$ cat src/rtl/ssd_scan_driver.sv
// Multiplexed N-digit common-anode seven-segment driver with PWM brightness and
// frame-synchronous double-buffered loads. Optional leading-zero blanking: SSD_LZB_EN.
module ssd_scan_driver #(
  parameter int DIGITS   = 4,
  parameter int DIV_W    = 16,
  parameter int BRIGHT_W = 4
) (
  input  logic                  stateClk,
  input  logic                  rst,
  input  logic [4*DIGITS-1:0]   digits_in,
  input  logic [DIGITS-1:0]     dp_in,
  input  logic [DIGITS-1:0]     mode_in,
  input  logic [BRIGHT_W-1:0]   bright,
  input  logic                  load,
  output logic                  ack,
  output logic                  frame_tick,
  output logic [6:0]            seg,
  output logic                  dp,
  output logic [DIGITS-1:0]     an
);

  localparam int SLOT_W = (DIGITS > 1) ? $clog2(DIGITS) : 1;
  localparam logic [SLOT_W-1:0] LAST_SLOT = SLOT_W'(DIGITS - 1);

  function automatic logic [6:0] hex_font(input logic [3:0] v);
    logic [6:0] f;
    case (v)
      4'h0:    f = 7'b0000001;
      4'h1:    f = 7'b1001111;
      4'h2:    f = 7'b0010010;
      4'h3:    f = 7'b0000110;
      4'h4:    f = 7'b1001100;
      4'h5:    f = 7'b0100100;
      4'h6:    f = 7'b0100000;
      4'h7:    f = 7'b0001111;
      4'h8:    f = 7'b0000000;
      4'h9:    f = 7'b0000100;
      4'hA:    f = 7'b0001000;
      4'hB:    f = 7'b1100000;
      4'hC:    f = 7'b0110001;
      4'hD:    f = 7'b1000010;
      4'hE:    f = 7'b0110000;
      4'hF:    f = 7'b0111000;
      default: f = 7'b1111111;
    endcase
    return f;
  endfunction

  logic [DIV_W-1:0]    cnt_r;
  logic [SLOT_W-1:0]   slot_r;
  logic [4*DIGITS-1:0] stage_dig_r;
  logic [4*DIGITS-1:0] shad_dig_r;
  logic [DIGITS-1:0]   stage_dp_r;
  logic [DIGITS-1:0]   shad_dp_r;
  logic [DIGITS-1:0]   stage_mode_r;
  logic [DIGITS-1:0]   shad_mode_r;
  logic                pending_r;
  logic                ack_r;
  logic                frame_tick_r;
  logic [6:0]          seg_r;
  logic                dp_r;
  logic [DIGITS-1:0]   an_r;

  logic                slot_edge_s;
  logic                frame_bnd_s;
  logic                commit_s;
  logic                on_s;
  logic                lit_s;
  logic [3:0]          cur_dig_s;
  logic [DIGITS-1:0]   blank_s;
  logic [DIGITS-1:0]   an_nxt_s;
  logic [6:0]          seg_nxt_s;
  logic                dp_nxt_s;

  assign slot_edge_s = &cnt_r;
  assign frame_bnd_s = slot_edge_s && (slot_r == LAST_SLOT);
  assign commit_s    = frame_bnd_s && (pending_r || load);
  assign on_s        = (&bright) || (cnt_r[DIV_W-1 -: BRIGHT_W] < bright);
  assign cur_dig_s   = shad_dig_r[{slot_r, 2'b00} +: 4];
  assign lit_s       = shad_mode_r[slot_r] && on_s;

`ifdef SSD_LZB_EN
  logic lzb_run_s;

  // Blank leading all-zero digits (value 0, no dp) from the top down; digit 0 always shows.
  always_comb begin
    blank_s   = '0;
    lzb_run_s = 1'b1;
    for (int k = DIGITS - 1; k >= 1; k--) begin
      if (lzb_run_s && (shad_dig_r[4*k +: 4] == 4'h0) && !shad_dp_r[k]) begin
        blank_s[k] = 1'b1;
      end else begin
        lzb_run_s = 1'b0;
      end
    end
  end
`else
  assign blank_s = '0;
`endif

  // Next display pattern; an unlit slot forces segments dark to avoid ghosting.
  always_comb begin
    an_nxt_s  = '1;
    seg_nxt_s = 7'h7F;
    dp_nxt_s  = 1'b1;
    if (lit_s) begin
      an_nxt_s[slot_r] = 1'b0;
      if (blank_s[slot_r]) begin
        seg_nxt_s = 7'h7F;
        dp_nxt_s  = 1'b1;
      end else begin
        seg_nxt_s = hex_font(cur_dig_s);
        dp_nxt_s  = ~shad_dp_r[slot_r];
      end
    end else begin
      an_nxt_s  = '1;
      seg_nxt_s = 7'h7F;
      dp_nxt_s  = 1'b1;
    end
  end

  // Slot timebase: free-running divider and digit slot index.
  always_ff @(posedge stateClk or posedge rst) begin
    if (rst) begin
      cnt_r  <= '0;
      slot_r <= '0;
    end else begin
      cnt_r <= cnt_r + DIV_W'(1);
      if (slot_edge_s) begin
        slot_r <= (slot_r == LAST_SLOT) ? '0 : slot_r + SLOT_W'(1);
      end
    end
  end

  // Staging/shadow buffers; a load on the boundary cycle bypasses straight to shadow.
  always_ff @(posedge stateClk or posedge rst) begin
    if (rst) begin
      stage_dig_r  <= '0;
      stage_dp_r   <= '0;
      stage_mode_r <= '0;
      shad_dig_r   <= '0;
      shad_dp_r    <= '0;
      shad_mode_r  <= '0;
      pending_r    <= 1'b0;
      ack_r        <= 1'b0;
      frame_tick_r <= 1'b0;
    end else begin
      if (load) begin
        stage_dig_r  <= digits_in;
        stage_dp_r   <= dp_in;
        stage_mode_r <= mode_in;
      end
      if (commit_s) begin
        shad_dig_r  <= load ? digits_in : stage_dig_r;
        shad_dp_r   <= load ? dp_in     : stage_dp_r;
        shad_mode_r <= load ? mode_in   : stage_mode_r;
        pending_r   <= 1'b0;
      end else if (load) begin
        pending_r <= 1'b1;
      end
      ack_r        <= commit_s;
      frame_tick_r <= frame_bnd_s;
    end
  end

  // Registered pin drivers.
  always_ff @(posedge stateClk or posedge rst) begin
    if (rst) begin
      an_r  <= '1;
      seg_r <= 7'h7F;
      dp_r  <= 1'b1;
    end else begin
      an_r  <= an_nxt_s;
      seg_r <= seg_nxt_s;
      dp_r  <= dp_nxt_s;
    end
  end

  assign ack        = ack_r;
  assign frame_tick = frame_tick_r;
  assign seg        = seg_r;
  assign dp         = dp_r;
  assign an         = an_r;

endmodule

$ cat config.mk
export PLATFORM = sky130hd
export DESIGN_NAME = ssd_scan_driver
export DESIGN_NICKNAME = d
export VERILOG_FILES = /design/src/rtl/ssd_scan_driver.sv
export SDC_FILE = /design/constraint.sdc
export NUM_CORES = 1
export LEC_CHECK = 0
export CORE_MARGIN = 1
export CORE_UTILIZATION = 60
export CTS_BUF_LIST = sky130_fd_sc_hd__clkbuf_8
export CTS_CLUSTER_DIAMETER = 40
export DETAILED_ROUTE_END_ITERATION = 7
export PLACE_DENSITY = 0.85
export SYNTH_ARGS = -nofsm -noshare
export SYNTH_HDL_FRONTEND = slang
export SYNTH_SLANG_ARGS = --single-unit
$ cat constraint.sdc
create_clock -name stateClk -period 3.7 [get_ports stateClk]
set_clock_uncertainty 0.05 [all_clocks]
set_input_delay 0.555 -clock stateClk [delete_from_list [all_inputs] [get_ports stateClk]]
set_output_delay 0.555 -clock stateClk [all_outputs]
set_load 0.03 [all_outputs]
==> impl_metrics.json, run 1 <==
{
  "drtIter0Drc": 151,
  "port_buffers": 44,
  "start_util": 0.6365,
  "ys_ff_latch": 81,
  "yosys.area.top_type_share": 0.4808,
  "cp_common_cell": "a21oi_1",
  "min_to": "cnt_r[0]$_DFF_PP0_",
  "worstMarginPinSlew_ps": 612.4,
  "min_period_ps": 2476,
  "synth_edf_count": 0,
  "grt.total_usage": 0.2288,
  "clk_pin_slew_worst_paths_ps": 70,
  "antenna_found_initial": 0,
  "fin_cells": 393,
  "yosysWarningCount": 0,
  "finalSetupViolations": 0,
  "crit_type": "reg -> reg",
  "end_kind": "register",
  "wl_per_cell_um": 15.76,
  "finalHoldViolCount": 0,
  "p_per_area_nw_per_um2": 400.7,
  "postCtsHoldBufs": 0,
  "final_nets": 361,
  "placed_cells": 377,
  "total_power_mw": 1.732,
  "routed_wl_mm": 6.195,
  "gp_congestion": 0.8049,
  "dieArea_um2": 6298,
  "rsz0062_at_grt": "false",
  "intPower_mw": 1.380,
  "globalRoute.totalOverflow": 0,
  "synth_nets": 311,
  "syn_inst": 266,
  "cpPeakStageDelay_ps": 720,
  "cts_buffers": 9,
  "coreArea_um2": 5642,
  "fmax_mhz": 403.9,
  "timing.slew.headroom": 0.5890,
  "clkLatencyLatePin_ps": 350,
  "tns_ps": 0,
  "diodes": 0,
  "netlist_area_um2": 3591,
  "worst-path-max-fanout": 14,
  "swShare": 0.2030,
  "yosys-top-cells-area": "dfrtp_1, mux2_2, dfstp_2",
  "status": "finished, final reports clean",
  "vias": 2176,
  "dr.pass1.iters": 4,
  "cts_resized": 0,
  "via_per_inst": 5.537,
  "postCtsSetupBuffers": 0,
  "grt_max_degree": 32,
  "ys.flop_type": "dfrtp_1",
  "drc": 0,
  "r2r_start": "slot_r[0]$_DFFE_PP0P_",
  "ant_nets": 0,
  "r2r_slack_ps": 1220,
  "arrival_ps": 2670,
  "worstPathCellList": "mux4_2 -> inv_1 -> ha_1 -> nor3b_1 -> a21oi_1 -> a21oi_1 -> o21ai_0",
  "cp_slowest_cell": "dfrtp_1",
  "hp-class": "reg -> reg",
  "maxCapViolCount": 0,
  "avgSynthCellArea_um2": 13.50,
  "pwr-share-clk": 0.414,
  "timing.final.ws_setup_ps": 1224,
  "die_w_um": 79.36,
  "leakagePower_nw": 1.914,
  "r2r_end": "seg[6]$_DFF_PP1_",
  "switchingPower_mw": 0.3516,
  "die_h_um": 79.36,
  "clkSinkCount": 81,
  "drv_slew": 0,
  "timing.final.crit_share": 0.6692,
  "ir_worst_vdd_mv": 0.2762,
  "ys_seq_area_frac": 0.5686,
  "area_growth_pct": 20.38,
  "dp_hpwl_mm": 4.325,
  "r2r_cells": 7,
  "cp.required_ps": 3900,
  "p_comb_frac": 0.056,
  "tritoncts": "yes",
  "io_pins": 45,
  "min_from": "cnt_r[0]$_DFF_PP0_",
  "grt_pass1_wl_mm": 10.59,
  "seqPwrFrac": 0.530,
  "drive_gt1_frac": 0.2741,
  "rows": 27,
  "pre_cts_ws_ps": 1002,
  "synth_cell_types": 33,
  "critPathLaunchType": "register",
  "yosys.area.top_type": "dfrtp_1",
  "hold_depth": 1,
  "cts_max_level": 3,
  "ctsLongestPathBuffers": 2,
  "postSynth.asyncResetShare": 1.000,
  "first_global_vias": 2228,
  "cts_root_buf": "clkbuf_8"
}
## layer usage
layer | share of wire | global-route usage | vias up | wire length [µm]
met1 | 0.44 | 0.2970 | 1102 | 2715
met4 | 0.016 | 0.08000 | 0 | 99
met3 | 0.039 | 0.05632 | 10 | 240
met2 | 0.51 | 0.3759 | 49 | 3139
met5 | 0 | 0 | - | 0
li1 | - | - | 1015 | -
## synthesized netlist by cell type, types with 2 or more instances
cell,instances
a21oi_1,4
buf_1,3
buf_6,3
clkbuf_1,2
dfrtp_1,69
dfstp_2,12
ha_1,14
inv_1,12
mux2_1,4
mux2_2,49
mux2i_1,7
mux4_2,4
nand2_1,19
nand3_1,4
nand4_1,4
nor2_1,14
nor3_1,4
nor3b_1,3
o21ai_0,4
o221ai_1,2
o311ai_0,3
xnor2_1,11
xor2_1,5
## power by group through the flow
| stage | logic [mW] | registers [mW] | clock network [mW] |
|---|---|---|---|
| floorplan | 0.0514 | 0.932 | 0 |
| global placement | 0.0964 | 0.933 | 0 |
| detailed placement | 0.0992 | 0.935 | 0 |
| CTS | 0.100 | 0.917 | 0.725 |
| global route | 0.109 | 0.919 | 0.760 |
| finish | 0.0977 | 0.917 | 0.717 |
## area by class of cell
class                           instances  area (µm²)
Clock buffer                           11       151.4
Clock inverter                          5       77.57
Fill cell                             367        1319
Inverter                               12       45.04
Multi-Input combinational cell        164        1446
Sequential cell                        81        2042
Tap cell                               72       90.09
Timing Repair Buffer                   48       470.5
## worst max-delay path by stage
stage / start / endpoint / slack, ps
floorplan: rst / ack$_DFF_PP0_ / 1030
global placement: load / shad_dig_r[6]$_DFFE_PP0P_ / 1050
detailed placement: load / shad_dig_r[4]$_DFFE_PP0P_ / 1000
CTS: slot_r[0]$_DFFE_PP0P_ / seg[6]$_DFF_PP1_ / 1230
global route: slot_r[0]$_DFFE_PP0P_ / seg[6]$_DFF_PP1_ / 920
finish: slot_r[0]$_DFFE_PP0P_ / seg[6]$_DFF_PP1_ / 1220
## stage by stage
| step | instance area, µm² | hold WS [ps] | util |
|---|---|---|---|
| 2_1_floorplan | 3591 | 393.0 | - |
| 3_3_place_gp | 4094 | 410.7 | 0.7257 |
| 3_5_place_dp | 4094 | 417.3 | 0.7257 |
| 4_1_cts | 4323 | 428.8 | 0.7662 |
| 5_1_grt | 4323 | 447.2 | 0.7662 |
| 6_report | 4323 | 423.8 | 0.7662 |
## worst max-delay path: cells and delay by family, from the launching register on
| kind | cells | cell delay (ps) |
|---|---|---|
| DFF | 1 | 720 |
| muxes | 1 | 630 |
| AOI/OAI and AO/OA | 3 | 500 |
| adders and majority gates | 1 | 230 |
| buffers and inverters | 1 | 180 |
| and+or+nand+nor | 1 | 70 |
## cell families after synthesis
family,after synthesis,synth area share
mux,64,0.2108
xor+xnor,16,0.03902
buf+inv,21,0.02857
fa+ha+maj,14,0.04878
flops,81,0.5686
compound gates,16,0.02892
simple gates,54,0.07526
## cell usage in the layout, fill, tap and decap left out, types with 5 or more instances in the layout
cell type	count
xor2_1	5
dfstp_2	12
mux2i_1	7
nor2_1	14
dfrtp_1	69
clkdlybuf4s50_1	44
ha_1	14
nand2_1	19
clkbuf_8	11
inv_1	11
xnor2_1	11
mux2_2	49
## sequential cells by signal, indices dropped and copies added (netlist names)
signal,cells
ack,1
an,4
cnt_r,16
dp,1
frame_tick,1
pending_r,1
seg,7
shad_dig_r,16
shad_dp_r,4
shad_mode_r,4
slot_r,2
stage_dig_r,16
stage_dp_r,4
stage_mode_r,4
No activity file was read; power rests on OpenSTA's default activity.
==> run 2, diff against run 1 <==
--- a/config.mk
+++ b/config.mk
@@ -6,11 +6,11 @@
 export NUM_CORES = 1
 export LEC_CHECK = 0
 export CORE_MARGIN = 1
-export CORE_UTILIZATION = 60
+export CORE_UTILIZATION = 52
 export CTS_BUF_LIST = sky130_fd_sc_hd__clkbuf_8
 export CTS_CLUSTER_DIAMETER = 40
 export DETAILED_ROUTE_END_ITERATION = 7
-export PLACE_DENSITY = 0.85
+export PLACE_DENSITY = 0.78
 export SYNTH_ARGS = -nofsm -noshare
 export SYNTH_HDL_FRONTEND = slang
 export SYNTH_SLANG_ARGS = --single-unit
==> constraint.sdc (replaced) <==
create_clock -name stateClk -period 2.05 [get_ports stateClk]
set_clock_uncertainty 0.05 [all_clocks]
set_input_delay 0.3075 -clock stateClk [delete_from_list [all_inputs] [get_ports stateClk]]
set_output_delay 0.3075 -clock stateClk [all_outputs]
set_load 0.03 [all_outputs]
==> run 2 against run 1 <==
- sequential power rose by 81%
- clock-buffer cell count rose by 1
- first-iteration DRC count fell by 39%
- critical path depth did not move
- sequential share of layout area fell by 4.0 points
- clock power rose by 84%
- total power rose by 83%
- critical endpoint is now shad_dig_r[12]$_DFFE_PP0P_
- the flow now finishes with violations (setup timing)
- combinational power rose by 98%
- fmax rose by 19%
- register-to-register slack got worse by 1200 ps
- final area rose by 9.4%
- hold slack got worse by 150 ps
==> impl_metrics.json, run 2 (synthesis gave the netlist of run 1 again) <==
{
  "timing.slew.headroom": 0.6872,
  "finalHoldViolCount": 0,
  "arrival_ps": 2260,
  "coreArea_um2": 6495,
  "dp_hpwl_mm": 4.596,
  "routed_wl_mm": 6.913,
  "via_per_inst": 5.350,
  "globalRoute.totalOverflow": 0,
  "final_nets": 389,
  "worstPathCellList": "inv_1 -> or3_4 -> or2_4 -> nor4b_4 -> buf_6 -> buf_6 -> mux2_2",
  "critPathLaunchType": "register",
  "fmax_mhz": 482.5,
  "tns_ps": -223.2,
  "whs_ps": 278.4,
  "clk_pin_slew_worst_paths_ps": 80,
  "ir_worst_vdd_mv": 0.5579,
  "leakagePower_nw": 2.095,
  "cp.required_ps": 2240,
  "die_h_um": 85.10,
  "total_power_mw": 3.169,
  "vias": 2279,
  "min_period_ps": 2072,
  "wl_per_cell_um": 16.23,
  "drtIter0Drc": 92,
  "area_growth_pct": 31.67,
  "grt_max_degree": 27,
  "rows": 29,
  "drc": 0,
  "cpPeakStageDelay_ps": 380,
  "worst-path-max-fanout": 6,
  "grt.total_usage": 0.2047,
  "die_w_um": 85.10,
  "end_kind": "register",
  "hp-class": "in -> async",
  "p_per_area_nw_per_um2": 670.1,
  "crit_type": "reg -> reg",
  "io_pins": 45,
  "layout_common_cells": "dfrtp_1, clkdlybuf4s50_1, mux2_2, buf_4",
  "dpl_cell_area_um2": 4327,
  "dieArea_um2": 7242,
  "dr.pass1.iters": 4,
  "reg.largest.list": "cnt_r (16), shad_dig_r (16), stage_dig_r (16)",
  "timing.final.crit_share": 1.011,
  "drv_slew": 0,
  "critPathBufInv": 3,
  "cts_root_buf": "clkbuf_8",
  "mostFrequentLayoutCell": "dfrtp_1",
  "ctsLongestPathBuffers": 2,
  "maxCapViolCount": 0,
  "port_buffers": 44,
  "cts_max_level": 3,
  "antenna_found_initial": 0,
  "cts_buffers": 9,
  "tritoncts": "yes",
  "violations": "setup timing",
  "timing.final.ws_setup_ps": -22.36,
  "cp_top_family": "simple AND/OR/NAND/NOR gates",
  "cp_common_cell": "buf_6",
  "stdcell_area_um2": 4728,
  "rsz0062_at_grt": "true",
  "drive_gt1_frac": 0.3553,
  "clkLatencyLatePin_ps": 350,
  "finalSetupViolations": 19,
  "gp_congestion": 0.8288,
  "start_util": 0.5529,
  "status": "finished with violations",
  "diodes": 0,
  "cp_slowest_cell": "or3_4",
  "clkSinkCount": 81,
  "first_global_vias": 2394,
  "worstMarginPinSlew_ps": 456.2,
  "grt_pass1_wl_mm": 11.29,
  "ant_nets": 0
}
[run 2: cell count changes in the layout (fill, tap and decap cells not counted), moves of 4 or more]
cell    before  now
buf_4        4   24
mux2_4       0   19
mux2_2      49   32
buf_12       0    4
[run 2: worst paths after layout]
check	slack [ps]	cells past startpoint	startpoint	to
setup / recovery	-20	7	cnt_r[7]$_DFF_PP0_	shad_dig_r[12]$_DFFE_PP0P_
hold / removal	280	2	rst	stage_dig_r[15]$_DFF_PP0_
setup reg to reg	-20	7	cnt_r[7]$_DFF_PP0_	shad_dig_r[12]$_DFFE_PP0P_
hold reg to reg	430	1	cnt_r[0]$_DFF_PP0_	cnt_r[0]$_DFF_PP0_
max in group asynchronous	1150	3	rst	an[3]$_DFF_PP1_
min in group stateClk	430	1	cnt_r[0]$_DFF_PP0_	cnt_r[0]$_DFF_PP0_
[run 2: report_power, final]
group	switching [mW]	leakage [nW]	internal, mW
registers	0.0114	1.01	1.64
clock network	0.542	0.125	0.778
logic	0.0823	0.957	0.111
[run 2: layout make-up]
class	instances	area, µm²
sequential	81	2044
clock buffer	12	165.2
fill	425	1767
clock inverter	4	67.56
multi-input combinational	164	1533
timing repair buffer	76	773.2
inverter	12	48.80
tap	77	96.34
[run 2: timing repair]
item                                    in CTS  in global routing
cloned                                       0                  3
endpoints found under the setup margin      25                 29
pin swaps                                    0                  0
hold buffers                                 0                  0
setup buffers                                0                  2
resized for setup                            3                 26
[run 2: metrics by stage]
step | util | instances | setup WS [ps]
global route | 0.7280 | 426 | -100.4
global placement | 0.6662 | 405 | -12.92
finish | 0.7280 | 426 | -22.36
CTS | 0.7026 | 421 | -31.64
floorplan | - | 266 | -188.3
detailed placement | 0.6662 | 405 | -118.1
[run 2: routing by layer]
metal	global-route usage	wire [µm]	vias up
li1	-	-	1081
met1	0.2639	3160	1139
met2	0.3292	3390	45
met3	0.04961	198	14
met4	0.09553	164	0
met5	0	0	-
==> run 3, diff against run 2 <==
--- a/config.mk
+++ b/config.mk
@@ -6,11 +6,10 @@
 export NUM_CORES = 1
 export LEC_CHECK = 0
 export CORE_MARGIN = 1
-export CORE_UTILIZATION = 52
+export CORE_UTILIZATION = 25
 export CTS_BUF_LIST = sky130_fd_sc_hd__clkbuf_8
 export CTS_CLUSTER_DIAMETER = 40
 export DETAILED_ROUTE_END_ITERATION = 7
-export PLACE_DENSITY = 0.78
 export SYNTH_ARGS = -nofsm -noshare
 export SYNTH_HDL_FRONTEND = slang
 export SYNTH_SLANG_ARGS = --single-unit
==> run 3 against run 2 <==
- the run still ends with setup timing left
- via count shrank 2.4%
- fmax is essentially flat
- first-iteration DRC count grew 2.2%
- total power shrank 5.9%
- cell count grew 23%
- register-to-register slack is essentially flat
- final area shrank 0.93%
- global-route usage shrank 10 points
- highest routed layer unchanged
- critical path type unchanged
- hold slack lost 57 ps
- utilization shrank 39 points
==> impl_metrics.json, run 3 (synthesis gave the netlist of run 1 again) <==
{
  "fin_cells": 526,
  "p_per_area_nw_per_um2": 636.6,
  "io_pins": 45,
  "status": "finished with violations",
  "ir_worst_vdd_mv": 0.2282,
  "finalHoldViolCount": 0,
  "dr.pass1.iters": 4,
  "dieArea_um2": 14850,
  "clkLatencyLatePin_ps": 360,
  "via_per_inst": 4.230,
  "finalSetupViolations": 21,
  "violations": "setup timing",
  "grt_max_degree": 40,
  "crit_type": "reg -> reg",
  "timing.final.crit_share": 1.012,
  "timing.slew.headroom": 0.7748,
  "critPathLaunchType": "register",
  "cp_slowest_cell": "dfrtp_1",
  "timing.final.ws_setup_ps": -24.02,
  "vias": 2225,
  "clkSinkCount": 81,
  "die_w_um": 121.9,
  "cp_top_family": "simple AND/OR/NAND/NOR gates",
  "routed_wl_mm": 6.804,
  "final_nets": 386,
  "die_h_um": 121.9,
  "cpPeakStageDelay_ps": 370,
  "post-route-util": 0.3362,
  "placed_cells": 510,
  "hp-class": "in -> async",
  "min_period_ps": 2074,
  "cp.required_ps": 2240,
  "tns_ps": -209.9,
  "clk_pin_slew_worst_paths_ps": 80,
  "reg.largest.list": "cnt_r (16), shad_dig_r (16), stage_dig_r (16)",
  "ctsLongestPathBuffers": 2,
  "drv_slew": 0,
  "cts_buffers": 9,
  "tritoncts": "yes",
  "wl_per_cell_um": 12.94,
  "cts_max_level": 3,
  "ant_nets": 0,
  "mostFrequentLayoutCell": "dfrtp_1",
  "drive_gt1_frac": 0.3468,
  "maxCapViolCount": 0,
  "layout_common_cells": "dfrtp_1, mux2_2, clkdlybuf4s50_1, buf_4, nand2_1",
  "fmax_mhz": 482.2,
  "rsz0062_at_grt": "true",
  "drc": 0,
  "grt.total_usage": 0.1028,
  "start_util": 0.2577,
  "port_buffers": 44,
  "worstPathCellList": "nand3_2 -> or3_4 -> or2_4 -> nor4b_4 -> buf_12 -> mux2_2",
  "end_kind": "register",
  "first_global_vias": 2465,
  "drtIter0Drc": 94,
  "grt_pass1_wl_mm": 11.65,
  "pre_cts_ws_ps": -128.5,
  "critPathBufInv": 1,
  "gp_congestion": 0.7685,
  "area_growth_pct": 30.45,
  "postCtsHoldBufs": 0,
  "worst-path-max-fanout": 25,
  "cts_root_buf": "clkbuf_8",
  "dp_hpwl_mm": 5.067,
  "arrival_ps": 2270,
  "globalRoute.totalOverflow": 0,
  "antenna_found_initial": 0,
  "worstMarginPinSlew_ps": 333.5,
  "rows": 43,
  "coreArea_um2": 13930,
  "leakagePower_nw": 2.029,
  "diodes": 0,
  "r2r_slack_ps": -20
}
-- run 3: worst reg2reg max path, stage by stage (launching register included) --
cell and delay, ps:
dfrtp_1 370, nand3_2 90, or3_4 340, or2_4 250
nor4b_4 260, buf_12 220, mux2_2 370
-- run 3: final timing paths --
path                                    start                        end  cells past startpoint
setup / recovery           cnt_r[5]$_DFF_PP0_  shad_dig_r[1]$_DFFE_PP0P_                      6
hold / removal                            rst   stage_dig_r[4]$_DFF_PP0_                      2
setup reg to reg           cnt_r[5]$_DFF_PP0_  shad_dig_r[1]$_DFFE_PP0P_                      6
hold reg to reg            cnt_r[0]$_DFF_PP0_         cnt_r[0]$_DFF_PP0_                      1
max in group asynchronous                 rst            an[3]$_DFF_PP1_                      3
min in group stateClk      cnt_r[0]$_DFF_PP0_         cnt_r[0]$_DFF_PP0_                      1
-- run 3: timing repair --
action | CTS | global route
setup buffers | 0 | 0
gates resized for setup | 5 | 3
pin swaps | 0 | 1
setup endpoints to repair | 25 | 29
-- run 3: power breakdown --
group,leakage [nW],internal (mW),switching (mW)
combinational,0.914,0.107,0.0789
clock,0.102,0.587,0.554
sequential,1.01,1.64,0.0110
-- run 3: per-layer routing --
| metal | GRT usage | part of all wire |
|---|---|---|
| met1 | 0.1224 | 0.45 |
| met2 | 0.1628 | 0.48 |
| met3 | 0.02575 | 0.046 |
| met4 | 0.07022 | 0.027 |
| met5 | 0 | 0 |
-- run 3: final cells by class --
class                   count  area, µm²
well taps                 180      225.2
clock buffers              10      137.6
repair buffers             73      708.2
fillers                  1350       9250
multi-input cells         164       1463
clock inverters             6      57.56
flip-flops and latches     81       2044
inverters                  12      48.80
-- run 3: stage by stage --
stage / cell area, µm² / power, mW / hold slack [ps]
6_report: 4684 / 2.982 / 221.1
5_1_grt: 4684 / 3.115 / 230.2
4_1_cts: 4676 / 3.033 / 205.9
3_5_place_dp: 4471 / 1.880 / 410.9
3_3_place_gp: 4471 / 1.873 / 407.0
2_1_floorplan: 3596 / 1.775 / 393.0
